$ cat src/rtl/hazard_ctrl_if.sv
// Pipeline-control bundle between the RV32I ID stage and the hazard controller.
// The slave side is the hazard controller; the master side is the pipeline datapath.
interface hazard_ctrl_if #(
  parameter int FWD_W = 2
);
  logic [31:0]      id_inst;
  logic             id_valid;
  logic             ex_redirect;
  logic             pc_stall;
  logic             ifid_stall;
  logic             ifid_flush;
  logic             idex_flush;
  logic [FWD_W-1:0] ex_fwd_a;
  logic [FWD_W-1:0] ex_fwd_b;

  modport master (
    output id_inst, id_valid, ex_redirect,
    input  pc_stall, ifid_stall, ifid_flush, idex_flush, ex_fwd_a, ex_fwd_b
  );

  modport slave (
    input  id_inst, id_valid, ex_redirect,
    output pc_stall, ifid_stall, ifid_flush, idex_flush, ex_fwd_a, ex_fwd_b
  );
endinterface

$ cat src/rtl/hazard_ctrl.sv
// Hazard controller for the 5-stage RV32I core: stalls, flushes and registered forwarding selects.
// Define HAZARD_FWD_EN to enable EX operand forwarding (otherwise every RAW hazard stalls).
module hazard_ctrl #(
  parameter int FWD_W = 2
) (
  input  logic          clk,
  input  logic          rst,
  hazard_ctrl_if.slave  hz
);

  localparam logic [6:0] OP_R    = 7'b0110011;
  localparam logic [6:0] OP_I    = 7'b0010011;
  localparam logic [6:0] OP_LOAD = 7'b0000011;
  localparam logic [6:0] OP_S    = 7'b0100011;
  localparam logic [6:0] OP_B    = 7'b1100011;
  localparam logic [6:0] OP_JALR = 7'b1100111;

  typedef struct packed {
    logic       valid;
    logic [4:0] rd;
    logic       we;
    logic       load;
  } slot_t;

  // The register file is write-through, so a WB producer is never observable here
  // and only the EX and MEM shadow slots are kept.
  slot_t r_ex;
  slot_t r_mem;

  logic [6:0] w_opcode;
  logic [4:0] w_rd;
  logic [4:0] w_rs1;
  logic [4:0] w_rs2;
  logic       w_uses_rs1;
  logic       w_uses_rs2;
  logic       w_writes_rd;
  logic       w_is_load;
  logic       w_ex_hit_a;
  logic       w_ex_hit_b;
  logic       w_mem_hit_a;
  logic       w_mem_hit_b;
  logic       w_hazard;
  logic       w_issue;
  logic       w_unused;

  function automatic logic slot_match(slot_t s, logic [4:0] rs);
    return s.valid && s.we && (s.rd == rs) && (rs != 5'd0);
  endfunction

  assign w_opcode    = hz.id_inst[6:0];
  assign w_rd        = hz.id_inst[11:7];
  assign w_rs1       = hz.id_inst[19:15];
  assign w_rs2       = hz.id_inst[24:20];
  assign w_uses_rs1  = hz.id_valid && (w_opcode inside {OP_R, OP_I, OP_LOAD, OP_S, OP_B, OP_JALR});
  assign w_uses_rs2  = hz.id_valid && (w_opcode inside {OP_R, OP_S, OP_B});
  assign w_writes_rd = hz.id_valid && !(w_opcode inside {OP_S, OP_B}) && (w_rd != 5'd0);
  assign w_is_load   = hz.id_valid && (w_opcode == OP_LOAD);

  assign w_ex_hit_a  = w_uses_rs1 && slot_match(r_ex,  w_rs1);
  assign w_ex_hit_b  = w_uses_rs2 && slot_match(r_ex,  w_rs2);
  assign w_mem_hit_a = w_uses_rs1 && slot_match(r_mem, w_rs1);
  assign w_mem_hit_b = w_uses_rs2 && slot_match(r_mem, w_rs2);

`ifdef HAZARD_FWD_EN
  // Only a load in EX cannot be forwarded in time; one bubble moves it to MEM/WB.
  assign w_hazard = (w_ex_hit_a || w_ex_hit_b) && r_ex.load;
`else
  assign w_hazard = w_ex_hit_a || w_ex_hit_b || w_mem_hit_a || w_mem_hit_b;
`endif

  // A redirect kills the ID instruction, so it overrides any pending stall.
  assign hz.pc_stall   = !rst && w_hazard && !hz.ex_redirect;
  assign hz.ifid_stall = !rst && w_hazard && !hz.ex_redirect;
  assign hz.ifid_flush = !rst && hz.ex_redirect;
  assign hz.idex_flush = !rst && (w_hazard || hz.ex_redirect);

  assign w_issue = hz.id_valid && !w_hazard && !hz.ex_redirect;

  always_ff @(posedge clk) begin
    if (rst) begin
      r_ex  <= '0;
      r_mem <= '0;
    end else begin
      r_mem <= r_ex;
      if (w_issue) begin
        r_ex <= '{valid: 1'b1, rd: w_rd, we: w_writes_rd, load: w_is_load};
      end else begin
        r_ex <= '0;
      end
    end
  end

`ifdef HAZARD_FWD_EN
  logic [FWD_W-1:0] r_fwd_a;
  logic [FWD_W-1:0] r_fwd_b;

  function automatic logic [FWD_W-1:0] fwd_sel(logic ex_hit, logic mem_hit);
    if (ex_hit) begin
      return FWD_W'(1);
    end else if (mem_hit) begin
      return FWD_W'(2);
    end
    return '0;
  endfunction

  // Selects are latched on the edge the consumer enters EX and held for its EX cycle.
  always_ff @(posedge clk) begin
    if (rst) begin
      r_fwd_a <= '0;
      r_fwd_b <= '0;
    end else if (w_issue) begin
      r_fwd_a <= fwd_sel(w_ex_hit_a, w_mem_hit_a);
      r_fwd_b <= fwd_sel(w_ex_hit_b, w_mem_hit_b);
    end else begin
      r_fwd_a <= '0;
      r_fwd_b <= '0;
    end
  end

  assign hz.ex_fwd_a = r_fwd_a;
  assign hz.ex_fwd_b = r_fwd_b;
`else
  assign hz.ex_fwd_a = '0;
  assign hz.ex_fwd_b = '0;
`endif

  assign w_unused = ^{hz.id_inst[31:25], hz.id_inst[14:12], r_ex.load, r_mem.load};

endmodule

$ cat src/flat_wrapper.sv
// flat-port wrapper written by rule: the top's interface ports become plain ports
module hazard_ctrl_flat 
#(
  parameter int FWD_W = 2
)
  (clk, rst, hz_id_inst, hz_id_valid, hz_ex_redirect, hz_pc_stall, hz_ifid_stall, hz_ifid_flush, hz_idex_flush, hz_ex_fwd_a, hz_ex_fwd_b);
  hazard_ctrl_if #(.FWD_W(FWD_W)) hz_i ();
  input  logic clk;
  input  logic rst;
  input wire logic [$bits(hz_i.id_inst)-1:0] hz_id_inst;
  input wire logic [$bits(hz_i.id_valid)-1:0] hz_id_valid;
  input wire logic [$bits(hz_i.ex_redirect)-1:0] hz_ex_redirect;
  output wire logic [$bits(hz_i.pc_stall)-1:0] hz_pc_stall;
  output wire logic [$bits(hz_i.ifid_stall)-1:0] hz_ifid_stall;
  output wire logic [$bits(hz_i.ifid_flush)-1:0] hz_ifid_flush;
  output wire logic [$bits(hz_i.idex_flush)-1:0] hz_idex_flush;
  output wire logic [$bits(hz_i.ex_fwd_a)-1:0] hz_ex_fwd_a;
  output wire logic [$bits(hz_i.ex_fwd_b)-1:0] hz_ex_fwd_b;
  assign hz_i.id_inst = hz_id_inst;
  assign hz_i.id_valid = hz_id_valid;
  assign hz_i.ex_redirect = hz_ex_redirect;
  assign hz_pc_stall = hz_i.pc_stall;
  assign hz_ifid_stall = hz_i.ifid_stall;
  assign hz_ifid_flush = hz_i.ifid_flush;
  assign hz_idex_flush = hz_i.idex_flush;
  assign hz_ex_fwd_a = hz_i.ex_fwd_a;
  assign hz_ex_fwd_b = hz_i.ex_fwd_b;
  hazard_ctrl #(.FWD_W(FWD_W)) u_core (.clk(clk), .rst(rst), .hz(hz_i));
endmodule
$ cat config.mk
export PLATFORM = sky130hd
export DESIGN_NAME = hazard_ctrl_flat
export DESIGN_NICKNAME = d
export VERILOG_FILES = /design/src/rtl/hazard_ctrl_if.sv /design/src/rtl/hazard_ctrl.sv /design/src/flat_wrapper.sv
export SDC_FILE = /design/constraint.sdc
export NUM_CORES = 1
export LEC_CHECK = 0
export CELL_PAD_IN_SITES_DETAIL_PLACEMENT = 1
export CELL_PAD_IN_SITES_GLOBAL_PLACEMENT = 1
export CORE_MARGIN = 3
export CORE_UTILIZATION = 26
export DETAILED_ROUTE_END_ITERATION = 10
export PLACE_DENSITY_LB_ADDON = 0.1
export SYNTH_ARGS = -nofsm -noshare
export SYNTH_HDL_FRONTEND = slang
export SYNTH_SLANG_ARGS = --single-unit
$ cat constraint.sdc
create_clock -name clk -period 2.4 [get_ports clk]
set_clock_uncertainty 0.1 [all_clocks]
set_input_delay 0.36 -clock clk [delete_from_list [all_inputs] [get_ports clk]]
set_output_delay 0.36 -clock clk [all_outputs]
set_load 0.02 [all_outputs]
==> impl_results.md, run 1 <==
- Die Footprint: 3630 sq um
- DP Worst Slack: -0.479 ns
- Synth top cells by count: 20 x xnor2_1, 14 x dfxtp_1, 8 x nor2b_1
- Post-Route WL: 2090 um
- Yosys top cell by area: dfxtp_1
- CTS tree: yes
- CP Data Required Time: 1.94 ns
- Avg Cell Area, Syn: about 9.5 sq um
- Peak supply drop: 0.271 mV
- Vias in the first global route: 752
- Top cells by area, synth: dfxtp_1 37%, xnor2_1 23%, nor2b_1 6.5%
- Nets: 154
- Chip height: 60.3 um
- Wirelength per Cell: between 10 and 15 um
- Clock buffer count from CTS: 3
- Count of final hold-check violations: 0
- Port Buffers: 29
- Final Critical Period: 2.31 ns
- Placer Congestion: 0.838
- PD cells: between 400 and 500 nW/um^2
- Tot GR Track Use: 0.127
- #FFs+latches synth: 14
- Post-DRT Antenna Nets: 0
- Placed cells: around 140
- First-pass GRT wire length: between 3000 and 4000 um
- Largest fanout on the critical path: 3
- Cell Area, Placed: 1110 sq um
- Total power: 0.519 mW
- CTS H-tree depth: 1
- M1 wire length: 845 um
- EDFF count, synth: 0
- Synthesis warning total: 0
- CP peak stage delay: 0.39 ns
- Post-route insts no fill: 148
- RSZ-0062 raised after global routing: false
- Final setup viols: 0
- Root buf cell: clkbuf_4
- DP HPWL: 1780 um
- Clock transition at path regs: 0.09 ns
- CP endpoint kind: output pin
- Congestion Overflow GR: 0
- Layout cell share with drive strength beyond 1: 0.162
- Pin count of the biggest net entering global routing: 9
- Hold_buf cts: 0
- Max-slew violations: 0
- Sequential-to-total area share from yosys stat: 0.366
- Highest Signal Layer: met4
- WP data arrival: around 1.9 ns
- Synth unique cells: 23
- Post-synth top area share: 0.366
- Vias/cell: 4.72
- CP cell instances: dlygate4sd2_1, or3_1, o311a_1, a22oi_2, o21bai_1, buf_2
- Cell Area, Synth: around 770 sq um
- Antenna violations before repair: 0
- Synth Instances: ~80
- CTS sink cnt: 14
- Bufs on Longest Clock Path: 2
- Vias post-DR: 699
- Status: finished, final reports clean
- # IOs: 44
- Die Width: 60.3 um
- Async set or reset register ratio after synthesis: 0
- Util after Layout: 0.413
- Area grow syn2layout: 50.2%
- Critical path type: input port to output pin
- # Max-Cap Violations: 0
- Finished layout cell area: 1150 sq um
- Setup bufs post-CTS: 0
- Core Area: between 2000 and 3000 sq um
- Post-route DRC violation count: 0
- Final setup margin: 0.0940 ns
- Startpoint class of the critical path: input port
- Diodes inserted: 0
- Worst min path class: flop to flop
- Clock latency on the worst-skew pair: 0.28 ns
- FMAX: 434 MHz
- Leak: 0.427 nW
- DR pass1 iterations: 4
- Starting Density: 0.275
- Slowest-stage cell, CP: or3_1
- Row Count: 19
- Met3 wire length: between 100 and 150 um
- Fin crit share: 0.961
- Met2 WL: 1070 um
- Main synth FF type: dfxtp_1
- DR iter-0 viols: 17
- Most frequent cell after synthesis: xnor2_1
sequential cells by signal (all words and copies together), names as in the netlist:
signal        flops
u_core.r_mem      7
u_core.r_ex       7
report_power, final:
group / switching [mW] / internal, mW / leakage (nW)
Clock: 0.0793 / 0.0923 / 0.0210
Sequential: 0.00518 / 0.238 / 0.114
Combinational: 0.0417 / 0.0632 / 0.293
Total: 0.126 / 0.393 / 0.427
cells in the final DEF, fill, tap and decap left out:
master,count
clkdlybuf4s50_1,22
xnor2_1,20
dfxtp_1,14
nor2b_1,8
and3_1,6
buf_4,5
nand4_1,4
nand3_1,4
conb_1,4
clkbuf_4,3
dlygate4sd2_1,3
buf_2,3
nand3b_1,2
o22ai_2,2
nor2_1,2
nand2b_1,1
or3_1,1
o21ai_0,1
and3b_1,1
o311a_1,1
nor3_1,1
a221oi_2,1
a22oi_2,1
nor3_2,1
o21bai_1,1
or4_1,1
o221a_2,1
and2_2,1
clkbuf_8,1
dlymetal6s2s_1,1
per-layer routing:
| layer | global-route usage | up-vias |
|---|---|---|
| met5 | 0 | - |
| met4 | 0.0633 | 0 |
| met3 | 0.0324 | 6 |
| met2 | 0.224 | 25 |
| met1 | 0.139 | 319 |
| li1 | - | 349 |
final timing paths:
| path | endpoint | cells past startpoint | from | slack [ns] |
|---|---|---|---|---|
| setup / recovery | hz_idex_flush | 6 | hz_id_inst[15] | 0.09 |
| hold / removal | u_core.r_mem[1] | 1 | u_core.r_ex[1] | 0.39 |
| setup reg to reg | u_core.r_ex[4] | 6 | u_core.r_mem[6] | 0.87 |
| hold reg to reg | u_core.r_mem[1] | 1 | u_core.r_ex[1] | 0.39 |
metrics by stage:
stage / hold WS [ns] / setup TNS [ns]
2_1_floorplan: 0.332 / 0
3_3_place_gp: 0.389 / -1.33
3_5_place_dp: 0.387 / -1.41
4_1_cts: 0.395 / 0
5_1_grt: 0.406 / 0
6_report: 0.386 / 0
final cells by class:
cell class                 count  area (sq um)
sequential                    14           280
timing repair buffer          34           312
tap                           31          38.8
multi-input combinational     65           483
clock buffer                   4          36.3
fill                         330          1630
timing repair:
item                                    4_1_cts  5_1_grt
gates resized for setup                      18        4
pin swaps                                     1        2
endpoints found under the setup margin        3        3
logic make-up (layout without fill, tap and decap cells):
group                  after synthesis  after routing  share of synthesized area
buffers and inverters                5             38                     0.0490
AO/OA/AOI/OAI                        8              8                     0.0882
flip-flops                          14             14                      0.366
XOR/XNOR                            20             20                      0.229
AND/OR/NAND/NOR                     33             33                      0.263
other                                1              4                    0.00490
critical path: cells and delay by family:
family,cells,cell delay (ns)
AOI/OAI and AO/OA,3,0.68
buffers and inverters,2,0.43
and+or+nand+nor,1,0.39
No activity file was read; power rests on OpenSTA's default activity.
==> inputs of run 2 (changes only) <==
==> config.mk (replaced) <==
export PLATFORM = sky130hd
export DESIGN_NAME = hazard_ctrl_flat
export DESIGN_NICKNAME = d
export VERILOG_FILES = /design/src/rtl/hazard_ctrl_if.sv /design/src/rtl/hazard_ctrl.sv /design/src/flat_wrapper.sv
export SDC_FILE = /design/constraint.sdc
export NUM_CORES = 1
export LEC_CHECK = 0
export CORE_MARGIN = 3
export CORE_UTILIZATION = 37
export DETAILED_ROUTE_END_ITERATION = 10
export HOLD_SLACK_MARGIN = 0.08
export PLACE_DENSITY = 0.78
export SYNTH_ARGS = -nofsm -noshare
export SYNTH_HDL_FRONTEND = slang
export SYNTH_SLANG_ARGS = --single-unit
==> run 2 against run 1 <==
Critical endpoint unchanged. Cell area shrank 3.2%. Non-clock buffer count is the same. Maximum frequency grew 0.86%. Critical path depth is the same. Flip-flop and latch count is the same. Largest power group unchanged. Core utilization grew 19 points. Clock power shrank 30%. Final cell count shrank 4.7%. Global-route usage grew 0.57 points.
==> impl_results.md, run 2 (synthesis results as in run 1) <==
- Core Area: 1840 sq um (-34%)
- Root buf cell: clkbuf_4
- Critical path type: input port to output pin
- Fin crit share: 0.953 (-0.00817)
- Pin count of the biggest net entering global routing: 8 (-1)
- Port Buffers: 29 (unchanged)
- Bufs on Longest Clock Path: 2 (unchanged)
- # Max-Cap Violations: 0 (unchanged)
- CTS tree: yes
- Hold path startpoint: u_core.r_ex[1]
- Tot GR Track Use: 0.133 (+0.00567)
- Setup bufs post-CTS: 0 (unchanged)
- Max-slew violations: 0 (unchanged)
- DR pass1 iterations: 2 (-2)
- Hold_buf cts: 0 (unchanged)
- First-pass GRT wire length: 2660 um (-20%)
- # IOs: 44 (unchanged)
- DP HPWL: 1480 um (-17%)
- Largest registers: u_core.r_ex (7), u_core.r_mem (7)
- Antenna violations before repair: 0 (unchanged)
- Diodes inserted: 0 (unchanged)
- PD cells: 418 nW/um^2 (-7.4%)
- WP data arrival: 1.83 ns (-0.02 ns)
- Post-route DRC violation count: 0 (unchanged)
- Final setup viols: 0 (unchanged)
- Status: finished, final reports clean
- FF-to-FF End: u_core.r_ex[7]
- Vias post-DR: 664 (-5.0%)
- Most frequent cells in the layout: 23 x clkdlybuf4s50_1, 20 x xnor2_1, 14 x dfxtp_1, 8 x nor2b_1, 6 x and3_1
- CP Data Required Time: 1.94 ns (about the same)
- Hold slack: 0.390 ns (+0.00434 ns)
- Vias/cell: 4.71 (-0.29%)
- DR iter-0 viols: 8 (-9)
- Clock buffer count from CTS: 3 (unchanged)
- Count of final hold-check violations: 0 (unchanged)
- Layout cell share with drive strength beyond 1: 0.138 (-0.0245)
- Clock latency on the worst-skew pair: 0.26 ns (-0.02 ns)
- Chip height: 51.5 um (-15%)
- Starting Density: 0.416 (+0.141)
- Reg2Reg Depth: 6 (unchanged)
- Most common cell after layout, fill and taps aside: clkdlybuf4s50_1
- Wirelength per Cell: 11.7 um (-17%)
- Leak: 0.410 nW (-4.1%)
- Post-Route WL: 1650 um (-21%)
- Die Width: 51.5 um (-15%)
- Hold Crit Endpoint: u_core.r_mem[1]
- Startpoint class of the critical path: input port
- Die Footprint: 2650 sq um (-27%)
- CTS H-tree depth: 1 (unchanged)
- Post-DRT Antenna Nets: 0 (unchanged)
- Total power: 0.466 mW (-10%)
- Largest fanout on the critical path: 3 (unchanged)
- CTS sink cnt: 14 (unchanged)
- RR Startpoint: u_core.r_mem[4]
- Flop-to-flop setup slack: 0.90 ns (+0.03 ns)
- Worst Hold Depth: 1 (unchanged)
- Vias in the first global route: 643 (-14%)
- Congestion Overflow GR: 0 (unchanged)
- RSZ-0062 raised after global routing: false
- FMAX: 437 MHz (+0.86%)
- Area grow syn2layout: 45.4%
- Clock transition at path regs: 0.07 ns (-0.02 ns)
- Peak supply drop: 0.234 mV (-14%)
- Worst min path class: flop to flop
- Nets: 154 (unchanged)
- Placer Congestion: 0.846 (+0.99%)
- Final Critical Period: 2.29 ns (-0.0196 ns)
- CP endpoint kind: output pin
- Row Count: 15 (-4)
- Util after Layout: 0.605 (+0.192)
==> run 2: changes by cell type in the layout (fill, tap and decap cells not counted) <==
| cell | previous run | this run |
|---|---|---|
| o22ai_1 | 0 | 2 |
| o22ai_2 | 2 | 0 |
| clkbuf_8 | 1 | 0 |
| clkdlybuf4s50_1 | 22 | 23 |
| dlymetal6s2s_1 | 1 | 0 |
==> run 2: final cells by class <==
type	instances	area, sq um
fillers	166	726
multi-input cells	65	470
repair buffers	34	309
well taps	25	31.3
flip-flops and latches	14	280
clock buffers	3	22.5
==> run 2: how the worst max path moves through the flow <==
| stage | from | cells past startpoint | slack, ns | to |
|---|---|---|---|---|
| 2_1_floorplan | hz_id_inst[3] | 6 | 0.11 | hz_pc_stall |
| 3_3_place_gp | hz_id_inst[0] | 7 | -0.42 | hz_pc_stall |
| 3_5_place_dp | hz_id_inst[0] | 7 | -0.46 | hz_ifid_stall |
| 4_1_cts | hz_id_inst[18] | 7 | 0.04 | hz_ifid_stall |
| 5_1_grt | hz_id_inst[19] | 7 | 0.01 | hz_ifid_stall |
| 6_report | hz_id_inst[15] | 6 | 0.11 | hz_idex_flush |
==> run 2: metrics by stage <==
step / setup TNS (ns) / std cells / instance area (sq um) / worst slack [ns]
after floorplan: 0 / 84 / 777 / 0.112
after global placement: -1.25 / 138 / 1100 / -0.417
after detailed placement: -1.34 / 138 / 1100 / -0.463
after CTS: 0 / 141 / 1110 / 0.0357
after global routing: 0 / 141 / 1110 / 0.0134
final: 0 / 141 / 1110 / 0.114
==> run 2: metal layers <==
layer | vias to the layer above | global-route usage | wire length (um)
li1 | 351 | - | -
met1 | 289 | 0.152 | 695
met2 | 22 | 0.229 | 815
met3 | 2 | 0.0315 | 130
met4 | 0 | 0.0655 | 10
met5 | - | 0 | 0
==> run 2: repair_timing <==
action | in CTS | in global routing
setup endpoints to repair | 3 | 2
hold endpoints to repair | 0 | 0
resized for setup | 18 | 1
pin swaps | 1 | 0
==> run 2: power by group <==
part           switching [mW]  internal [mW]
clock                  0.0622         0.0579
sequential            0.00487          0.238
combinational          0.0396         0.0633
==> run 2: worst max-delay path, stage by stage <==
cell and delay [ns]:
dlygate4sd2_1 0.26, or3_1 0.38, o311a_1 0.30, a22oi_2 0.28
o21bai_1 0.09, buf_2 0.16
==> inputs of run 3 (changes only) <==
--- a/config.mk
+++ b/config.mk
@@ -5,11 +5,14 @@
 export SDC_FILE = /design/constraint.sdc
 export NUM_CORES = 1
 export LEC_CHECK = 0
+export CELL_PAD_IN_SITES_DETAIL_PLACEMENT = 1
+export CELL_PAD_IN_SITES_GLOBAL_PLACEMENT = 1
 export CORE_MARGIN = 3
-export CORE_UTILIZATION = 37
+export CORE_UTILIZATION = 26
 export DETAILED_ROUTE_END_ITERATION = 10
+export GPL_ROUTABILITY_DRIVEN = 0
 export HOLD_SLACK_MARGIN = 0.08
-export PLACE_DENSITY = 0.78
+export PLACE_DENSITY_LB_ADDON = 0.1
 export SYNTH_ARGS = -nofsm -noshare
 export SYNTH_HDL_FRONTEND = slang
 export SYNTH_SLANG_ARGS = --single-unit
==> results of run 3 <==
The final DEF is identical to that of run 1; final timing and power are the same.
